[src/rtl/logic_unit_arbiter_pkg.sv]
// Shared definitions for the two-requester logic-unit arbiter: opcodes and FSM states.
package logic_unit_arbiter_pkg;

    localparam logic [1:0] OP_AND = 2'b00;
    localparam logic [1:0] OP_OR  = 2'b01;
    localparam logic [1:0] OP_NOT = 2'b10;
    localparam logic [1:0] OP_XOR = 2'b11;

    typedef enum logic [1:0] {
        ST_IDLE = 2'd0,
        ST_EXEC = 2'd1,
        ST_RESP = 2'd2
    } state_t;

endpackage

[src/rtl/logic_unit_arbiter_rr_arb2.sv]
// Two-input round-robin winner select; on a tie the requester that was not served last wins.
module rr_arb2
    import logic_unit_arbiter_pkg::*;
(
    input  logic [1:0] valid,
    input  logic       last,
    output logic       winner,
    output logic       any_valid
);

    always_comb begin
        any_valid = |valid;
        if (&valid) begin
            winner = ~last;
        end else begin
            winner = valid[1];
        end
    end

endmodule

[src/rtl/logic_unit_arbiter.sv]
// Shares one combinational logic unit between two valid/ready requesters, one operation at a time.
module logic_unit_arbiter
    import logic_unit_arbiter_pkg::*;
#(
    parameter int WIDTH = 32,
    parameter int CNT_W = 16
) (
    input  logic             clk,
    input  logic             rst,
    input  logic             req0_valid,
    output logic             req0_ready,
    input  logic [WIDTH-1:0] req0_a,
    input  logic [WIDTH-1:0] req0_b,
    input  logic [1:0]       req0_op,
    output logic             rsp0_valid,
    input  logic             rsp0_ready,
    output logic [WIDTH-1:0] rsp0_data,
    input  logic             req1_valid,
    output logic             req1_ready,
    input  logic [WIDTH-1:0] req1_a,
    input  logic [WIDTH-1:0] req1_b,
    input  logic [1:0]       req1_op,
    output logic             rsp1_valid,
    input  logic             rsp1_ready,
    output logic [WIDTH-1:0] rsp1_data,
    output logic [WIDTH-1:0] lu_a,
    output logic [WIDTH-1:0] lu_b,
    output logic             lu_s1,
    output logic             lu_s0,
    input  logic [WIDTH-1:0] lu_result,
    output logic             busy,
    output logic             grant_id,
    output logic [CNT_W-1:0] ops_done
);

    state_t           state;
    state_t           state_nxt;
    logic             last;
    logic             win;
    logic             any_vld;
    logic             accept;
    logic             rsp_fire;
    logic [WIDTH-1:0] res_p1;

    rr_arb2 u_arb (
        .valid     ({req1_valid, req0_valid}),
        .last      (last),
        .winner    (win),
        .any_valid (any_vld)
    );

    // Handshakes are masked while rst is high so nothing is offered during reset.
    always_comb begin
        state_nxt  = state;
        req0_ready = 1'b0;
        req1_ready = 1'b0;
        rsp0_valid = 1'b0;
        rsp1_valid = 1'b0;
        accept     = 1'b0;
        rsp_fire   = 1'b0;
        case (state)
            ST_IDLE: begin
                if (!rst && any_vld) begin
                    req0_ready = ~win;
                    req1_ready = win;
                    accept     = 1'b1;
                    state_nxt  = ST_EXEC;
                end
            end
            ST_EXEC: begin
                state_nxt = ST_RESP;
            end
            ST_RESP: begin
                if (!rst) begin
                    rsp0_valid = ~grant_id;
                    rsp1_valid = grant_id;
                    rsp_fire   = grant_id ? rsp1_ready : rsp0_ready;
                end
                if (rsp_fire) begin
                    state_nxt = ST_IDLE;
                end
            end
            default: begin
                state_nxt = ST_IDLE;
            end
        endcase
    end

    // Stage p0: operands into the unit; stage p1: unit output captured for the response.
    always_ff @(posedge clk) begin
        if (rst) begin
            state    <= ST_IDLE;
            last     <= 1'b1;
            lu_a     <= '0;
            lu_b     <= '0;
            lu_s1    <= 1'b0;
            lu_s0    <= 1'b0;
            grant_id <= 1'b0;
            res_p1   <= '0;
            ops_done <= '0;
        end else begin
            state <= state_nxt;
            if (accept) begin
                lu_a     <= win ? req1_a : req0_a;
                lu_b     <= win ? req1_b : req0_b;
                lu_s1    <= win ? req1_op[1] : req0_op[1];
                lu_s0    <= win ? req1_op[0] : req0_op[0];
                grant_id <= win;
            end
            if (state == ST_EXEC) begin
                res_p1 <= lu_result;
            end
            if (rsp_fire) begin
                last     <= grant_id;
                ops_done <= ops_done + CNT_W'(1);
            end
        end
    end

    assign rsp0_data = res_p1;
    assign rsp1_data = res_p1;
    assign busy      = (state != ST_IDLE);

endmodule
[config.mk]
export PLATFORM = sky130hd
export DESIGN_NAME = logic_unit_arbiter
export DESIGN_NICKNAME = d
export VERILOG_FILES = /design/src/rtl/logic_unit_arbiter_pkg.sv /design/src/rtl/logic_unit_arbiter_rr_arb2.sv /design/src/rtl/logic_unit_arbiter.sv
export SDC_FILE = /design/constraint.sdc
export NUM_CORES = 1
export LEC_CHECK = 0
export BUFFER_PORTS_ARGS = -buffer_cell sky130_fd_sc_hd__buf_2
export CORE_AREA = 2 2 126 128
export DETAILED_ROUTE_END_ITERATION = 6
export DIE_AREA = 0 0 128 130
export PLACE_DENSITY_LB_ADDON = 0.05
export SKIP_LAST_GASP = 1
export SYNTH_ARGS = -nofsm -noshare
export SYNTH_HDL_FRONTEND = slang
export SYNTH_SLANG_ARGS = --single-unit
[constraint.sdc]
create_clock -name clk -period 4 [get_ports clk]
set_input_delay 0.6 -clock clk [delete_from_list [all_inputs] [get_ports clk]]
set_output_delay 0.6 -clock clk [all_outputs]
set_load 0.01 [all_outputs]
# Yosys cells after proc, flatten, opt, wreduce, memory -nomap -nowiden
# Index checks and enable logic that the tools add are counted.
# W data, S select, Z words.
# totals
output_inout_bits	152
elab_cells	46
register_bits	118
# op_classes
n_reduce_logical	7
eq_ne	4
muxes	22
bitwise	3
add_sub_neg	1
# ops
cell	n
$mux W32	2
$mux W1	17
$add A16 B1 Y16 const B	1
$pmux W2 S3	1
$mux W2	2
$ne A2 B2 Y1 const B	2
$reduce_and A2 Y1	2
$not A1 Y1	3
$eq A2 B1 Y1 const B	1
$eq A2 B2 Y1 const B	1
$logic_not A2 Y1	1
$reduce_bool A2 Y1	1
$reduce_or A2 Y1	1
$logic_and A1 B1 Y1	1
$logic_not A1 Y1	1

# Logic depth before layout (Yosys ltp)
# Gate-level depths: netlist of run 1.
# depth
word_depth	5
mapped_depth	8

# Cells and area by module
# From an unflattened synthesis of run 1, not the netlist that was laid out.
# hier_totals
hier_cells	580
area_unflattened_um2	5170.0
# modules_own_cells
mod	instances	area_per_inst_um2	seq_area_each_um2	cells_each
logic_unit_arbiter	1	5156.2	2362.3	578
rr_arb2	1	13.8	0.0	2

# Worst setup path after synthesis of run 1
# Ideal clock, no wire load.
# synth_path
path_kind	input to output
from	input rst
to	output rsp0_valid
t_arrival_ns	1.394
path_stages	4
setup_slack_ns	2.006
path_cell_list	buf_2 -> or3b_1 -> buf_6 -> nor2_1
# synth_via
elab_chain_cells	2
# synth_rtl
element	line_no	rtl
from (decl)	logic_unit_arbiter.sv:9	input logic rst,
$mux W1	logic_unit_arbiter.sv:74	if (!rst) begin
$mux W1	logic_unit_arbiter.sv:61	case (state)
to (decl)	logic_unit_arbiter.sv:15	output logic rsp0_valid,
# No other way between the ends.

# Worst setup path after layout of run 1
# layout_path
from	register state[1]
to	output req0_ready
# layout_via
elab_chain_cells	2
# layout_rtl
element	line_no	rtl
from (decl)	logic_unit_arbiter.sv:36	state_t state;
from (signal assigned)	logic_unit_arbiter.sv:102	state <= state_nxt;
$logic_not A2 Y1	logic_unit_arbiter.sv:61	
$mux W1	logic_unit_arbiter.sv:61	
to (decl)	logic_unit_arbiter.sv:11	output logic req0_ready,
# No other way between the ends.

==> results of run 1 <==
## worst max-delay path by stage
stage	start	to	cells past startpoint
detailed placement	rst	lu_b[29]	6
global placement	rst	req0_ready	4
global route	state[1]	req0_ready	3
finish	state[1]	req0_ready	3
CTS	state[1]	req0_ready	3
floorplan	rst	rsp0_valid	4
## sequential cells by signal (all words and copies together), names as in the netlist
| signal | count |
|---|---|
| lu_a | 32 |
| lu_b | 32 |
| rsp0_data | 32 |
| ops_done | 16 |
| state | 2 |
| grant_id | 1 |
| last | 1 |
| lu_s0 | 1 |
| lu_s1 | 1 |
## cell families after synthesis
logic type	count (synthesis)	synth area share
flip-flops	118	0.503
adder cells (fa/ha/maj)	1	0.00266
multiplexers	4	0.00958
XOR/XNOR	6	0.0112
buffers and inverters	81	0.101
AO/OA/AOI/OAI	118	0.200
AND/OR/NAND/NOR	180	0.173
## placed cells by master (no fill, tap or decap), types with 3 or more instances in the layout
cell type	netlist	layout
clkbuf_16	0	17
nand3_1	6	6
or3_1	4	4
buf_4	33	5
xor2_1	3	3
inv_1	4	4
o21ai_1	7	6
nor2_1	74	74
dfxtp_1	118	118
diode_2	0	3
bufinv_16	0	4
clkinv_2	0	5
a21oi_1	38	38
buf_2	13	320
nand2_1	74	74
xnor2_1	3	3
and4_1	3	3
mux2i_1	3	3
a222oi_1	66	66
## power groups by stage
stage	clock [mW]	sequential, mW	combinational [mW]
3_3_place_gp	0	1.32	0.442
6_report	1.58	1.29	0.441
3_5_place_dp	0	1.31	0.445
5_1_grt	1.68	1.30	0.489
2_1_floorplan	0	1.34	0.229
4_1_cts	1.62	1.29	0.447
## final cells by class
cell class                 instances  area, um2  share of cell area
timing repair buffer             325       1640               0.243
inverter                           4       15.0             0.00222
sequential                       118       2360               0.350
clock buffer                      21        460              0.0682
tap                              192        240              0.0356
clock inverter                    10        153              0.0226
antenna                            3       7.51             0.00111
multi-input combinational        309       1880               0.278
## worst min-delay path, cell delays in order
cell	delay, ns
buf_2	0.09
nand2_1	0.04
a21oi_1	0.05
## routing by layer
layer,up-vias,share of wire
met3,19,0.082
met1,2264,0.41
li1,2368,-
met2,254,0.49
met4,0,0.018
met5,-,0
## stage by stage
| stage | hold WS [ns] | util |
|---|---|---|
| global route | 0.424 | 0.438 |
| detailed placement | 0.457 | 0.398 |
| finish | 0.430 | 0.438 |
| global placement | 0.450 | 0.398 |
| floorplan | 0.465 | - |
| CTS | 0.408 | 0.437 |
==> run metrics, run 1 <==
vias in the first global route=4,607; gr ovfl total=0; Core Area=about 0.015 mm2; Area contributors post-synth=dfxtp_1, a222oi_1, nand2_1; reg2reg path depth=5; critical path's top delay family=simple AND/OR/NAND/NOR gates; R2R setup slack=1.69 ns; Synth async-reset ratio=0; register share of total power=0.390; Peak supply drop=0.238 mV; Crit Reg-Reg Startpoint=state[1]; Mapped Nets=between 600 and 700; Final Non-Filler Cells=roughly 980; CTS tree=done; count leader, synth=dfxtp_1; nets=about 950; sequential area share after synthesis=0.503; WL final=around 16,000 um; placed cell count=between 900 and 1,000; clock network power share=0.477; Worst-path clk slew=around 0.05 ns; period utilization=0.670; Design Area, Final=0.00676 mm2; H-Tree Depth=4; setup TNS=0 ns; die area=roughly 0.017 mm2; Logic pwr share=0.133; fin. max-slew vios=0; Worst Path Required=between 3 and 4 ns; share of cells above drive strength 1=0.464; endpoints failing setup=0; crit-path max FO=36; routed via count=4,905; data arrival time at the worst-slack endpoint=2.08 ns; Die W=128 um; largest net degree at the start of global routing=93; Initial Utilization=0.305; PD cells=just under 500 mW/mm2; Power Total=3.31 mW; CTS Hold Bufs=0; CTS Buffer Depth=2; pre-CTS setup slack=approximately 1.3 ns; Antenna Nets Post-Route=0; CTS Root Cell=clkbuf_16; routability cong.=0.742; met3 Use GR=0.0590; initial antenna violation count=1; I/O Buffers=about 320; layout overhead on the synthesized area=43.7%; top cells by count, synth=dfxtp_1, nand2_1, nor2_1; fmax=0.373 GHz; max incr delay on CP=around 0.7 ns; most common flop cell mapped by yosys=dfxtp_1; fin worst setup slack=approximately 1.3 ns; Fin. Hold Viols=0; Tightest Hold Check Type=input pin to flip-flop; cell taking the most area after synthesis=dfxtp_1; WS Path Type=flip-flop to output port; #FFs+latches synth=118; TritonCTS sink count=~120; wire length per cell=between 15 and 20 um; GRT busiest layer=met2; Worst Setup End Kind=output port; internal power=2.51 mW; syn avg cell area=slightly above 9 um2; Synth Instances=roughly 510; global-route wire length before repair=~24,000 um; CTS resizes=0; Setup Fix Bufs, Post-CTS=0; Netlist cell types=38; Synth top area share=0.503; overall routing resource usage=0.184; status=complete, no violations; P_sw=approximately 0.8 mW; met2 GRT Util=0.304; DRC=0; DP Wirelength=between 10,000 and 15,000 um; GRT met1 Usage=0.219; reg-to-reg endpoint=lu_a[5]; die height=130 um; crit start category=flip-flop; synthesized area=about 0.0047 mm2; Buf/Inv on CP=1; max_cap viols=0; I/O pin count=between 300 and 400; relative slew slack=0.130; Min-Delay Startpoint=lu_result[12]; Via density=around 5; Lkg Pwr=3.33 nW; DRT iter0 DRCs=just under 400; RSZ-0062 raised after global routing=false; hold path depth=3; Slew @ Worst Pin=1.30 ns; critical-path cell list=nor3_2 -> and3_2 -> buf_2; CTS buffer count=17; Critical Path Slowest Stage Cell=and3_2; Sw Ratio=0.243; min Tclk post-route=between 2 and 3 ns; Worst-Skew Late Latency=0.40 ns; skew final=slightly above 0.007 ns; Ys Warns=0; Post-synth EDFFs=0; Core Rows=46; dpl cell area=0.00613 mm2; Hold Path End=rsp0_data[12]; drt first pass iters=7; fill count=roughly 1,600
Note: power is estimated with default switching activity, not from simulation.
==> inputs of run 2 (changes only) <==
--- a/config.mk
+++ b/config.mk
@@ -5,10 +5,12 @@
 export SDC_FILE = /design/constraint.sdc
 export NUM_CORES = 1
 export LEC_CHECK = 0
+export ABC_AREA = 1
 export BUFFER_PORTS_ARGS = -buffer_cell sky130_fd_sc_hd__buf_2
-export CORE_AREA = 2 2 126 128
+export CORE_ASPECT_RATIO = 2
+export CORE_MARGIN = 2
+export CORE_UTILIZATION = 35
 export DETAILED_ROUTE_END_ITERATION = 6
-export DIE_AREA = 0 0 128 130
 export PLACE_DENSITY_LB_ADDON = 0.05
 export SKIP_LAST_GASP = 1
 export SYNTH_ARGS = -nofsm -noshare
==> constraint.sdc (replaced) <==
create_clock -name clk -period 2.8 [get_ports clk]
set_input_delay 0.42 -clock clk [delete_from_list [all_inputs] [get_ports clk]]
set_output_delay 0.42 -clock clk [all_outputs]
set_load 0.01 [all_outputs]
==> run 2 against run 1 <==
Effect of this change: clock skew fell by 0.0020 ns; combinational power rose by 86%; clock power rose by 47%; via count up 21%; utilization is 5.5 points higher; power is 51% higher; synthesized area up 17%; largest cell class is now multi-input gates.
==> run metrics, run 2 <==
status=complete, no violations (unchanged); Min-Delay Startpoint=lu_result[10] (was lu_result[12]); CTS Root Cell=clkbuf_16 (unchanged); relative slew slack=0.425 (was 0.130); global-route wire length before repair=28,000 um (was 23,800 um); crit start category=flip-flop (unchanged); Mapped Nets=995 (was 679); nets=1,265 (was 946); max_cap viols=0 (unchanged); Synth Instances=824 (was 508); I/O pin count=322 (unchanged); wire length per cell=13.6 um (was 16.4 um); drt first pass iters=4 (was 7); layout overhead on the synthesized area=37.3% (was 43.7%); Initial Utilization=0.359 (was 0.305); top cells by count, synth=nand2_1, dfxtp_1, nor2_1 (was dfxtp_1, nand2_1, nor2_1); CTS Buffer Depth=2 (unchanged); crit-path max FO=30 (was 36); Post-synth EDFFs=0 (unchanged); max incr delay on CP=0.41 ns (was 0.70 ns); vias in the first global route=5,670 (was 4,607); Area contributors post-synth=dfxtp_1, nand2_1, a21oi_1 (was dfxtp_1, a222oi_1, nand2_1); commonest non-fill, non-tap cells in the layout=nand2_1, buf_2, dfxtp_1 (was buf_2, dfxtp_1, nand2_1, nor2_1, a222oi_1); data arrival time at the worst-slack endpoint=1.61 ns (was 2.08 ns); DRC=0 (unchanged); PD cells=664 mW/mm2 (was 490 mW/mm2); DP Wirelength=12,700 um (was 11,400 um); die area=0.0168 mm2 (was 0.0166 mm2); endpoints failing setup=0 (unchanged); reg2reg path depth=8 (was 5); routability cong.=0.791 (was 0.742); Worst-path clk slew=0.06 ns (was 0.05 ns); die height=181 um (was 130 um); initial antenna violation count=2 (was 1); placed cell count=1,273 (was 948); sequential area share after synthesis=0.430 (was 0.503); Critical Path Slowest Stage Cell=inv_2 (was and3_2); Die W=92.6 um (was 128 um); count leader, synth=nand2_1 (was dfxtp_1); R2R setup slack=1.08 ns (was 1.69 ns); reg-to-reg endpoint=lu_b[15] (was lu_a[5]); Core Rows=64 (was 46); DRT iter0 DRCs=144 (was 395); TritonCTS sink count=118 (unchanged); period utilization=0.726; Synth top area share=0.430 (was 0.503); gr ovfl total=0 (unchanged); cell mode on critical path=nand2_1; H-Tree Depth=4 (unchanged); Ys Warns=0 (unchanged); Fin. Hold Viols=0 (unchanged); critical-path cell list=nand2_1 -> nand2_2 -> inv_2 -> nand2_1 -> inv_1 -> buf_2 (was nor3_2 -> and3_2 -> buf_2); routed via count=5,935 (was 4,905); hold path depth=3 (unchanged); Slew @ Worst Pin=0.862 ns (was 1.30 ns); CP Depth=6 (was 3); Synth async-reset ratio=0 (unchanged); setup TNS=0 ns (unchanged); #FFs+latches synth=118 (unchanged); share of cells above drive strength 1=0.338 (was 0.464); Setup Fix Bufs, Post-CTS=0 (unchanged); Worst-Skew Late Latency=0.41 ns (was 0.40 ns); I/O Buffers=321 (unchanged); min Tclk post-route=a little over 2 ns; WS Path Type=flip-flop to output port (unchanged); largest net degree at the start of global routing=75 (was 93); fmax=around 0.49 GHz; Final Non-Filler Cells=1,307 (was 982); Core Area=0.0153 mm2 (was 0.0154 mm2); Antenna Nets Post-Route=0 (unchanged); cell taking the most area after synthesis=dfxtp_1 (unchanged); RSZ-0062 raised after global routing=false (unchanged); skew final=0.00522 ns (was 0.00724 ns); most common cell after layout, fill and taps aside=nand2_1 (was buf_2); Buf/Inv on CP=3 (was 1); fill count=1,741 (was 1,567); Tightest Hold Check Type=input pin to flip-flop (unchanged); most common flop cell mapped by yosys=dfxtp_1 (unchanged); Peak supply drop=0.446 mV (was 0.238 mV); Lkg Pwr=4.00 nW (was 3.33 nW); CTS buffer count=17 (unchanged); fin. max-slew vios=0 (unchanged); Netlist cell types=26 (was 38); Worst Setup End Kind=output port (unchanged); synthesized area=0.00549 mm2 (was 0.00470 mm2); Via density=4.54 (was 4.99); syn avg cell area=6.66 um2 (was 9.25 um2); CTS tree=done (unchanged); overall routing resource usage=0.213 (was 0.184); Worst Path Required=2.38 ns (was 3.40 ns); CTS resizes=0 (unchanged); WL final=17,800 um (was 16,100 um); critical path's top delay family=buffers and inverters (was simple AND/OR/NAND/NOR gates); Hold Path End=rsp0_data[10] (was rsp0_data[12]); Crit Reg-Reg Startpoint=last (was state[1]); CTS Hold Bufs=0 (unchanged)
## run 2: cell families (layout without fill, tap and decap cells)
kind of cell | Yosys count | in the layout | share of synthesized area
AO/OA/AOI/OAI | 118 | 118 | 0.110
buffers and inverters | 102 | 385 | 0.110
XOR/XNOR | 3 | 3 | 0.00479
other | 0 | 2 | 0
adder cells (fa/ha/maj) | 1 | 1 | 0.00228
AND/OR/NAND/NOR | 482 | 482 | 0.342
flip-flops | 118 | 118 | 0.430
## run 2: worst max-delay path by stage
stage / to / slack (ns) / start
after floorplan: req1_ready / 1.31 / req0_valid
after global placement: ops_done[13] / 0.86 / rst
after detailed placement: ops_done[11] / 0.84 / rst
after CTS: req1_ready / 0.71 / last
after global routing: req1_ready / 0.58 / last
final: req1_ready / 0.77 / last
## run 2: power breakdown
part           switching (mW)  internal (mW)
clock network           0.796           1.53
logic                   0.487          0.332
registers              0.0668           1.80
total                    1.35           3.66
## run 2: through the flow
step	power [mW]	setup slack, ns	utilization	cell area [um2]	hold slack, ns
6_report	5.01	0.767	0.493	7540	0.255
5_1_grt	5.27	0.579	0.493	7540	0.254
4_1_cts	5.09	0.706	0.493	7540	0.233
3_5_place_dp	2.73	0.843	0.451	6900	0.453
3_3_place_gp	2.73	0.859	0.451	6900	0.449
2_1_floorplan	2.44	1.31	-	5490	0.446
## run 2: final cells by class
type | instances | area (um2) | area share
Multi-Input combinational cell | 604 | 2530 | 0.335
Sequential cell | 118 | 2360 | 0.313
Timing Repair Buffer | 331 | 1680 | 0.223
Clock buffer | 19 | 453 | 0.0601
Tap cell | 198 | 248 | 0.0329
Clock inverter | 13 | 179 | 0.0237
Inverter | 22 | 85.1 | 0.0113
Antenna cell | 2 | 5.00 | 0.000664
## run 2: metal layers
layer  up-vias  part of all wire  track usage
met5         -                 0            0
met4         0             0.033        0.107
met3        30             0.070       0.0613
met2       219              0.54        0.393
met1      2609              0.36        0.210
li1       3077                 -            -
## run 2: tightest hold or removal path: stages
cell	delay (ns)
buf_2	0.07
o21ai_0	0.07
nor2_1	0.07
==> inputs of run 3 (changes only) <==
==> constraint.sdc (replaced) <==
create_clock -name clk -period 2 [get_ports clk]
set_input_delay 0.3 -clock clk [delete_from_list [all_inputs] [get_ports clk]]
set_output_delay 0.3 -clock clk [all_outputs]
set_load 0.01 [all_outputs]
==> run 3 against run 2 <==
Effect of this change: via count shrank 0.59%; final cell count is essentially flat; die area is the same; critical path depth is the same; clock power grew 26%; clock skew grew 0.0023 ns; wire length shrank 3.0%; sequential power grew 40%; worst setup slack lost 0.57 ns; non-clock buffer count grew 3.
==> run metrics, run 3 (synthesis gave the netlist of run 2 again) <==
TritonCTS sink count=118 (unchanged); die area=0.0168 mm2 (unchanged); RSZ-0062 raised after global routing=false (unchanged); relative slew slack=0.583 (was 0.425); dpl cell area=0.00699 mm2 (was 0.00690 mm2); Power Total=6.71 mW (was 5.01 mW); Die W=92.6 um (unchanged); endpoints failing setup=0 (unchanged); Core Area=0.0153 mm2 (unchanged); Worst setup endpoint=req0_ready (was req1_ready); Worst-Skew Late Latency=0.41 ns (about the same); crit path launch=state[0] (was last); setup TNS=0 ns (unchanged); reg-to-reg endpoint=ops_done[10] (was lu_b[15]); CTS tree=done (unchanged); Worst Path Required=1.70 ns (was 2.38 ns); skew final=0.00749 ns (was 0.00522 ns); routed via count=5,900 (was 5,935); die height=181 um (unchanged); Min-Delay Startpoint=lu_result[23] (was lu_result[10]); WL final=17,300 um (was 17,800 um); max_cap viols=0 (unchanged); Tightest Hold Check Type=input pin to flip-flop (unchanged); most common cell after layout, fill and taps aside=nand2_1 (unchanged); DRT iter0 DRCs=125 (was 144); DP Wirelength=12,800 um (was 12,700 um); Via density=4.51 (was 4.54); WS Path Type=flip-flop to output port (unchanged); CTS resizes=0 (unchanged); Initial Utilization=0.359 (unchanged); CTS Hold Bufs=0 (unchanged); DRC=0 (unchanged); Fin. Hold Viols=0 (unchanged); Lkg Pwr=3.99 nW (was 4.00 nW); H-Tree Depth=4 (unchanged); data arrival time at the worst-slack endpoint=1.51 ns (was 1.61 ns); PD cells=887 mW/mm2 (was 664 mW/mm2); period utilization=0.903; R2R setup slack=0.52 ns (was 1.08 ns); wire length per cell=13.2 um (was 13.6 um); fmax=0.554 GHz; global-route wire length before repair=26,900 um (was 28,000 um); Core Rows=64 (unchanged); CTS Buffer Depth=2 (unchanged); nets=1,268 (was 1,265); layout overhead on the synthesized area=37.6% (was 37.3%); I/O pin count=322 (unchanged); crit start category=flip-flop (unchanged); Setup Fix Bufs, Post-CTS=0 (unchanged); largest net degree at the start of global routing=62 (was 75); CTS Root Cell=clkbuf_16 (unchanged); gr ovfl total=0 (unchanged); Worst Setup End Kind=output port (unchanged); CTS buffer count=17 (unchanged); share of cells above drive strength 1=0.337 (was 0.338); Worst-path clk slew=0.06 ns (about the same); crit-path max FO=24 (was 30); routability cong.=0.828 (was 0.791); min Tclk post-route=between 1.5 and 2 ns; overall routing resource usage=0.203 (was 0.213); Peak supply drop=0.460 mV (was 0.446 mV); vias in the first global route=5,548 (was 5,670); fin. max-slew vios=0 (unchanged); initial antenna violation count=1 (was 2); Slew @ Worst Pin=0.626 ns (was 0.862 ns); fill count=1,696 (was 1,741); I/O Buffers=321 (unchanged); Antenna Nets Post-Route=0 (unchanged); reg2reg path depth=8 (unchanged); commonest non-fill, non-tap cells in the layout=nand2_1, buf_2, dfxtp_1 (unchanged); drt first pass iters=4 (unchanged); Crit Reg-Reg Startpoint=ops_done[0] (was last); Design Area, Final=0.00756 mm2 (was 0.00754 mm2); status=complete, no violations (unchanged)
==> run 3: final cells by class <==
cell class / count / area, um2 / area share
Sequential cell: 118 / 2360 / 0.313
Clock buffer: 19 / 433 / 0.0573
Timing Repair Buffer: 334 / 1770 / 0.234
Clock inverter: 12 / 131 / 0.0174
Tap cell: 198 / 248 / 0.0328
Antenna cell: 1 / 2.50 / 0.000331
Inverter: 22 / 85.1 / 0.0113
Multi-Input combinational cell: 604 / 2530 / 0.334
==> run 3: through the flow <==
stage | hold WS, ns | util | cells | setup WS, ns
2_1_floorplan | 0.446 | - | 824 | 0.640
3_5_place_dp | 0.453 | 0.457 | 1276 | 0.400
3_3_place_gp | 0.448 | 0.457 | 1276 | 0.407
5_1_grt | 0.137 | 0.494 | 1308 | 0.0984
4_1_cts | 0.123 | 0.494 | 1307 | 0.160
6_report | 0.142 | 0.494 | 1308 | 0.194
==> run 3: how the worst min path moves through the flow <==
stage	cells after the start	to
floorplan	2	last
global placement	2	lu_b[0]
detailed placement	2	lu_b[8]
CTS	3	rsp0_data[23]
global route	3	rsp0_data[9]
finish	3	rsp0_data[23]
==> run 3: where the power goes <==
group / internal, mW / switching (mW) / total (mW)
combinational: 0.491 / 0.680 / 1.17
clock: 1.82 / 1.10 / 2.92
sequential: 2.52 / 0.0923 / 2.61
==> run 3: metal layers <==
| metal | wire length [um] | track usage | vias up |
|---|---|---|---|
| li1 | - | - | 3079 |
| met1 | 6170 | 0.201 | 2538 |
| met2 | 9110 | 0.376 | 242 |
| met3 | 1250 | 0.0550 | 41 |
| met4 | 722 | 0.106 | 0 |
| met5 | 0 | 0 | - |
==> run 3: critical path, stage by stage (launching register included) <==
cell and delay (ns):
dfxtp_1 0.34, nor2_1 0.13, inv_2 0.08, nor2_8 0.16
inv_4 0.13, nor2_1 0.11, buf_2 0.13
